### config.mk
export PLATFORM = sky130hd
export DESIGN_NAME = rev_mult_acc_flat
export DESIGN_NICKNAME = d
export VERILOG_FILES = /design/src/rtl/rev_pkg.sv /design/src/rtl/rev_mult_acc_if.sv /design/src/rtl/rev_sat_counter.sv /design/src/rtl/rev_mult_acc.sv /design/src/flat_wrapper.sv
export SDC_FILE = /design/constraint.sdc
export NUM_CORES = 1
export LEC_CHECK = 0
export ABC_AREA = 1
export CORE_ASPECT_RATIO = 2
export CORE_MARGIN = 2
export CORE_UTILIZATION = 27
export CTS_BUF_LIST = sky130_fd_sc_hd__clkbuf_8
export DETAILED_ROUTE_END_ITERATION = 8
export PLACE_DENSITY = 0.52
export SLEW_MARGIN = 10
export SYNTH_ARGS = -nofsm -noshare
export SYNTH_HDL_FRONTEND = slang
export SYNTH_HIERARCHICAL = 1
export SYNTH_SLANG_ARGS = --single-unit
export TNS_END_PERCENT = 50
### constraint.sdc
create_clock -name clk -period 2.1 [get_ports clk]
set_input_delay 0.525 -clock clk [delete_from_list [all_inputs] [get_ports clk]]
set_output_delay 0.525 -clock clk [all_outputs]
set_load 0.05 [all_outputs]
### src/rtl/rev_pkg.sv
// Shared types and widths for the reversible-multiplier datapath.
package rev_pkg;
    localparam int REV_MULT_W = 8;
    localparam int REV_GARB_W = 8;

    typedef enum logic [1:0] {IDLE, ACCUM, HOLD} rev_acc_state_t;
endpackage

### src/rtl/rev_mult_acc_if.sv
// Beat-in / result-out bus of rev_mult_acc; slave is the accumulator side.
interface rev_mult_acc_if
    import rev_pkg::*;
#(
    parameter int ACC_W = 16,
    parameter int CNT_W = 4
) ();
    logic                  in_valid;
    logic                  in_ready;
    logic [REV_MULT_W-1:0] in_p;
    logic [REV_GARB_W-1:0] in_g;
    logic                  in_last;
    logic                  out_valid;
    logic                  out_ready;
    logic [ACC_W-1:0]      out_acc;
    logic [CNT_W-1:0]      out_cnt;
    logic                  out_ovf;
    logic [CNT_W-1:0]      out_dirty;

    modport master (
        output in_valid, in_p, in_g, in_last, out_ready,
        input  in_ready, out_valid, out_acc, out_cnt, out_ovf, out_dirty
    );

    modport slave (
        input  in_valid, in_p, in_g, in_last, out_ready,
        output in_ready, out_valid, out_acc, out_cnt, out_ovf, out_dirty
    );
endinterface

### src/rtl/rev_sat_counter.sv
// Saturating up-counter with clear, load-1 and load-0; priority clr > ld1 > ld0 > inc.
module rev_sat_counter #(
    parameter int W = 4
) (
    input  logic         clk,
    input  logic         rst_n,
    input  logic         clr,
    input  logic         ld1,
    input  logic         ld0,
    input  logic         inc,
    output logic [W-1:0] q
);
    always_ff @(posedge clk or negedge rst_n) begin
        if (!rst_n)
            q <= '0;
        else if (clr)
            q <= '0;
        else if (ld1)
            q <= W'(1);
        else if (ld0)
            q <= '0;
        else if (inc && (q != {W{1'b1}}))
            q <= q + W'(1);
    end
endmodule

### src/rtl/rev_mult_acc.sv
// Burst accumulator for the reversible 4x4 multiplier's product/garbage beats.
// Define REV_ACC_GARBAGE_CHK_EN to count beats carrying non-zero garbage.
module rev_mult_acc
    import rev_pkg::*;
#(
    parameter int ACC_W = 16,
    parameter int CNT_W = 4
) (
    input  logic           clk,
    input  logic           rst_n,
    rev_mult_acc_if.slave  bus
);
    rev_acc_state_t   state;
    logic [ACC_W-1:0] acc;
    logic             ovf;
    logic             vld_q;
    logic [ACC_W:0]   sum;
    logic             accept, first, more;
    logic [CNT_W-1:0] cnt;
    logic [CNT_W-1:0] dirty;

    // Ready is a pure state decode; rst_n term keeps it low while reset is held.
    assign bus.in_ready = rst_n && (state != HOLD);
    assign accept       = bus.in_valid && bus.in_ready;
    assign first        = accept && (state == IDLE);
    assign more         = accept && (state == ACCUM);
    assign sum          = {1'b0, acc} + (ACC_W+1)'(bus.in_p);

    always_ff @(posedge clk or negedge rst_n) begin
        if (!rst_n) begin
            state <= IDLE;
            acc   <= '0;
            ovf   <= 1'b0;
            vld_q <= 1'b0;
        end else begin
            case (state)
                IDLE: if (accept) begin
                    acc   <= ACC_W'(bus.in_p);
                    ovf   <= 1'b0;
                    state <= bus.in_last ? HOLD : ACCUM;
                    vld_q <= bus.in_last;
                end
                ACCUM: if (accept) begin
                    acc <= sum[ACC_W-1:0];
                    ovf <= ovf | sum[ACC_W];
                    if (bus.in_last) begin
                        state <= HOLD;
                        vld_q <= 1'b1;
                    end
                end
                HOLD: if (bus.out_ready) begin
                    state <= IDLE;
                    vld_q <= 1'b0;
                end
                default: begin
                    state <= IDLE;
                    vld_q <= 1'b0;
                end
            endcase
        end
    end

    rev_sat_counter #(.W(CNT_W)) u_cnt (
        .clk   (clk),
        .rst_n (rst_n),
        .clr   (1'b0),
        .ld1   (first),
        .ld0   (1'b0),
        .inc   (more),
        .q     (cnt)
    );

`ifdef REV_ACC_GARBAGE_CHK_EN
    logic g_nz;
    assign g_nz = |bus.in_g;

    rev_sat_counter #(.W(CNT_W)) u_dirty (
        .clk   (clk),
        .rst_n (rst_n),
        .clr   (1'b0),
        .ld1   (first && g_nz),
        .ld0   (first && !g_nz),
        .inc   (more && g_nz),
        .q     (dirty)
    );
`else
    assign dirty = '0;
`endif

    assign bus.out_valid = vld_q;
    assign bus.out_acc   = acc;
    assign bus.out_cnt   = cnt;
    assign bus.out_ovf   = ovf;
    assign bus.out_dirty = dirty;
endmodule

### src/flat_wrapper.sv
// flat-port wrapper written by rule: the top's interface ports become plain ports
module rev_mult_acc_flat import rev_pkg::*;
#(
    parameter int ACC_W = 16,
    parameter int CNT_W = 4
)
  (clk, rst_n, bus_in_valid, bus_in_p, bus_in_g, bus_in_last, bus_out_ready, bus_in_ready, bus_out_valid, bus_out_acc, bus_out_cnt, bus_out_ovf, bus_out_dirty);
  rev_mult_acc_if #(.ACC_W(ACC_W), .CNT_W(CNT_W)) bus_i ();
  input  logic clk;
  input  logic rst_n;
  input wire logic [$bits(bus_i.in_valid)-1:0] bus_in_valid;
  input wire logic [$bits(bus_i.in_p)-1:0] bus_in_p;
  input wire logic [$bits(bus_i.in_g)-1:0] bus_in_g;
  input wire logic [$bits(bus_i.in_last)-1:0] bus_in_last;
  input wire logic [$bits(bus_i.out_ready)-1:0] bus_out_ready;
  output wire logic [$bits(bus_i.in_ready)-1:0] bus_in_ready;
  output wire logic [$bits(bus_i.out_valid)-1:0] bus_out_valid;
  output wire logic [$bits(bus_i.out_acc)-1:0] bus_out_acc;
  output wire logic [$bits(bus_i.out_cnt)-1:0] bus_out_cnt;
  output wire logic [$bits(bus_i.out_ovf)-1:0] bus_out_ovf;
  output wire logic [$bits(bus_i.out_dirty)-1:0] bus_out_dirty;
  assign bus_i.in_valid = bus_in_valid;
  assign bus_i.in_p = bus_in_p;
  assign bus_i.in_g = bus_in_g;
  assign bus_i.in_last = bus_in_last;
  assign bus_i.out_ready = bus_out_ready;
  assign bus_in_ready = bus_i.in_ready;
  assign bus_out_valid = bus_i.out_valid;
  assign bus_out_acc = bus_i.out_acc;
  assign bus_out_cnt = bus_i.out_cnt;
  assign bus_out_ovf = bus_i.out_ovf;
  assign bus_out_dirty = bus_i.out_dirty;
  rev_mult_acc #(.ACC_W(ACC_W), .CNT_W(CNT_W)) u_core (.clk(clk), .rst_n(rst_n), .bus(bus_i));
endmodule
==> key figures <==
Status
  – Status: complete, no violations

Logic synthesis
  – Synth Instances: ~260
  – Sequential share of the synthesized area: between 30% and 40%
  – Adder-Cell Fraction of Synth Area: approximately 7.4%
  – Count of different cell masters after synthesis: 34
  – Multiplexer share of the synthesized area: 0%
  – Post-Synth XOR/XNOR Area: 0.982%
  – Flops & latches, synth: 23
  – Simple-gate portion of the synthesized area: approximately two fifths
  – Synth Warn #: 6
  – Largest family of logic cells by synthesized area: simple AND/OR/NAND/NOR gates
  – Post-synthesis compound-gate area fraction: under 10%
  – Mean Syn Cell Area: roughly 7.0 µm²
  – Post-Syn Area: around 1800 µm²

Timing
  – Crit share post-route: between 90% and 100%
  – Finish-stage setup viols: 0
  – Final min period: between 2 and 2.5 ns
  – Final hold violations: 0
  – Final clock skew: between 0.003 and 0.004 ns
  – Final Max Slew Viols: 0
  – Setup slack after layout: 0.0835 ns
  – Max Fclk: roughly 500 MHz

Detailed routing
  – Met2 routed WL: around 2.3 mm
  – Wire per inst: approximately 11 µm
  – Number of iterations in the first detailed-routing pass: 4
  – Top sig layer: met4
  – Number of DRC markers in iteration 0: 45
  – Total wire length: around 4.5 mm
  – Via count: 1770
  – M1 WL: around 2 mm
  – Routed length on met3: approximately 160 µm
  – Drt drc: 0
  – Remaining antenna violation count after routing: 0
  – Via/cell ratio: around 4.4

Floorplanning
  – Core area: roughly 6500 µm²
  – Die Wd: about 61 µm
  – # rows: between 40 and 50
  – Initial cell density of the core: 27.4%
  – Die span in y: about 120 µm
  – Die footprint: approximately 7300 µm²
  – I/O pin cnt: 48

Critical path
  – Crit path launch: rst_n
  – Critical path, cell by cell: clkdlybuf4s50_1 > and2_2 > buf_12
  – Crit start category: primary input
  – Buf/Inv on CP: 2
  – Critical path type: primary input to primary output
  – Slowest-stage cell, CP: clkdlybuf4s50_1
  – Top delay family on crit path: buffers and inverters
  – Critical Path Stages: 3
  – Critical R2R Launch: u_core/bus.out_acc[0]
  – Critical path required time: 1.57 ns
  – WP data arrival: around 1.5 ns
  – CP Max Fanout: 4
  – Crit end category: primary output
  – Cells on worst reg2reg path: 10
  – Critical path's largest stage delay: roughly 0.60 ns

Pwr
  – Comb pwr share: between 60 and 70%
  – PwrDens: 1020 nW/µm²
  – Switching Share: around half
  – Maximum vdd drop: 345 µV
  – Int Power: 0.00126 W
  – Clk network pwr share: about an eighth
  – Net Sw Power: around 0.0012 W
  – Static Leak: between 1 and 1.5 nW
  – Sequential share of power: 26.1%

Place
  – Pre-CTS WS: -0.328 ns
  – IO Port Bufs: 35
  – Placed insts: approximately 400
  – Detailed placer's ending HPWL: 3.62 mm
  – RePlAce Congestion: 0.846

Finish
  – Layout area overhead: 34.9%
  – Area of the multi-input gates: 1050 µm²
  – # fillers: 750
  – Layout cells sized above 1: a little over a fifth
  – Diodes inserted: 0
  – Fin cells: ~400
  – Final #Nets: 347
  – Sequential cell area: between 500 and 600 µm²

Clock tree
  – CTS tree: done
  – Num Clock Sinks: 23
  – CTS buffer count: 3
  – Clk_lat worst skew: 0.27 ns
  – Post-CTS Setup Bufs: 0
  – Reg clk slew, reported paths: 0.09 ns
  – H-tree depth: 1
  – Root Buffer: clkbuf_8
  – CTS Buffer Depth: 2

Flow run
  – Max Cap Violations: 0

Min path
  – Worst hold start: u_core/bus.out_ovf
  – Hold Crit Depth: 2
  – Worst Hold Class: flop to flop

Global route
  – Largest net degree at the start of global routing: 19
  – Vias in the first global route: 1790
  – Global route overflow: 0
  – Gr usage total: a little over an eighth
  – Initial antenna violation count: 0
  – Global-route wire length before repair: around 7.6 mm
## cells in the final DEF (no fill, tap or decap), types with 6 or more instances in the layout
cell and count:
nand2_1 72, ha_1 8, a21oi_1 9, dfrtp_1 23, nand3_1 24, conb_1 6
clkdlybuf4s50_1 18, inv_1 31, buf_4 38, nor2_1 33
## final timing paths
kind                                           to  slack [ns]
max                                  bus_in_ready        0.08
min                            u_core/bus.out_ovf        0.52
max reg2reg                u_core/bus.out_acc[12]        0.39
min reg2reg                    u_core/bus.out_ovf        0.52
max in group asynchronous       u_core/u_cnt/q[0]        1.10
min in group asynchronous         u_core/state[1]        0.71
## what timing repair did
action | in CTS | in global routing
setup endpoints to repair | 1 | 10
gates resized for setup | 1 | 6
pin swaps | 0 | 1
gates cloned | 0 | 0
hold buffers | 0 | 0
## tightest hold or removal path: cells and delay by family (launching register included)
| family | cells | cell delay, ns |
|---|---|---|
| AOI/OAI and AO/OA | 1 | 0.05 |
| buffers and inverters | 1 | 0.05 |
| DFF | 1 | 0.38 |
## state kept, by name, summed over array words and instances (netlist names)
signal,cells
u_core/bus.out_acc,16
u_core/bus.out_ovf,1
u_core/state,2
u_core/u_cnt/q,4
## routing by layer
metal / global-route usage, % / up-vias
li1: - / 929
met1: 16.4 / 802
met2: 23.2 / 35
met3: 1.85 / 4
met4: 3.72 / 0
met5: 0 / -
## cell type report
type,count,share of cell area [%]
clock buffers,3,1.72
clock inverters,1,0.208
well taps,88,4.58
flip-flops and latches,23,23.9
inverters,36,5.93
multi-input cells,195,43.5
repair buffers,57,20.2
## kinds of logic after synthesis
| group | count (synthesis) |
|---|---|
| AOI/OAI and AO/OA | 26 |
| xor gates and xnor gates | 2 |
| adders and majority gates | 10 |
| buffers and inverters | 42 |
| DFF | 23 |
| other | 1 |
| and+or+nand+nor | 151 |
## stage by stage
stage                     TNS (ns)  power [W]  hold slack, ns  util (%)  area [µm²]
after floorplan                  0    0.00165           0.229         -        1800
after global placement       -2.39    0.00216           0.508      35.8        2330
after detailed placement     -2.60    0.00217           0.513      35.8        2330
after CTS                        0    0.00248           0.530      36.6        2390
after global routing       -0.0148    0.00269           0.565      36.9        2410
final                            0    0.00247           0.520      36.9        2410
## synthesized netlist by cell type (all sizes together)
master | number | area share [%]
nand2 | 81 | 19
nor2 | 34 | 7.6
o21ai | 5 | 1.4
clkbuf | 1 | 0.77
dfrtp | 23 | 32
clkinv | 2 | 0.56
nor3 | 3 | 0.84
nand4 | 4 | 2.2
xnor2 | 1 | 0.49
nand3 | 28 | 8.1
o21bai | 1 | 0.42
o31ai | 2 | 0.84
a21boi | 1 | 0.42
a21o | 2 | 0.84
a32oi | 1 | 0.49
fa | 1 | 1.1
inv | 34 | 7.4
xor2 | 1 | 0.49
a21oi | 10 | 3.0
buf | 5 | 2.8
o22ai | 4 | 1.8
ha | 9 | 6.3
conb | 1 | 0.21
and2 | 1 | 0.42
## power by group through the flow
stage          sequential [W]  combinational, W  clock, W
3_5_place_dp         0.000653           0.00152         0
3_3_place_gp         0.000651           0.00151         0
5_1_grt              0.000661           0.00170  0.000325
6_report             0.000643           0.00153  0.000289
2_1_floorplan        0.000957          0.000696         0
4_1_cts              0.000645           0.00152  0.000309
No activity file was read; power rests on OpenSTA's default activity.
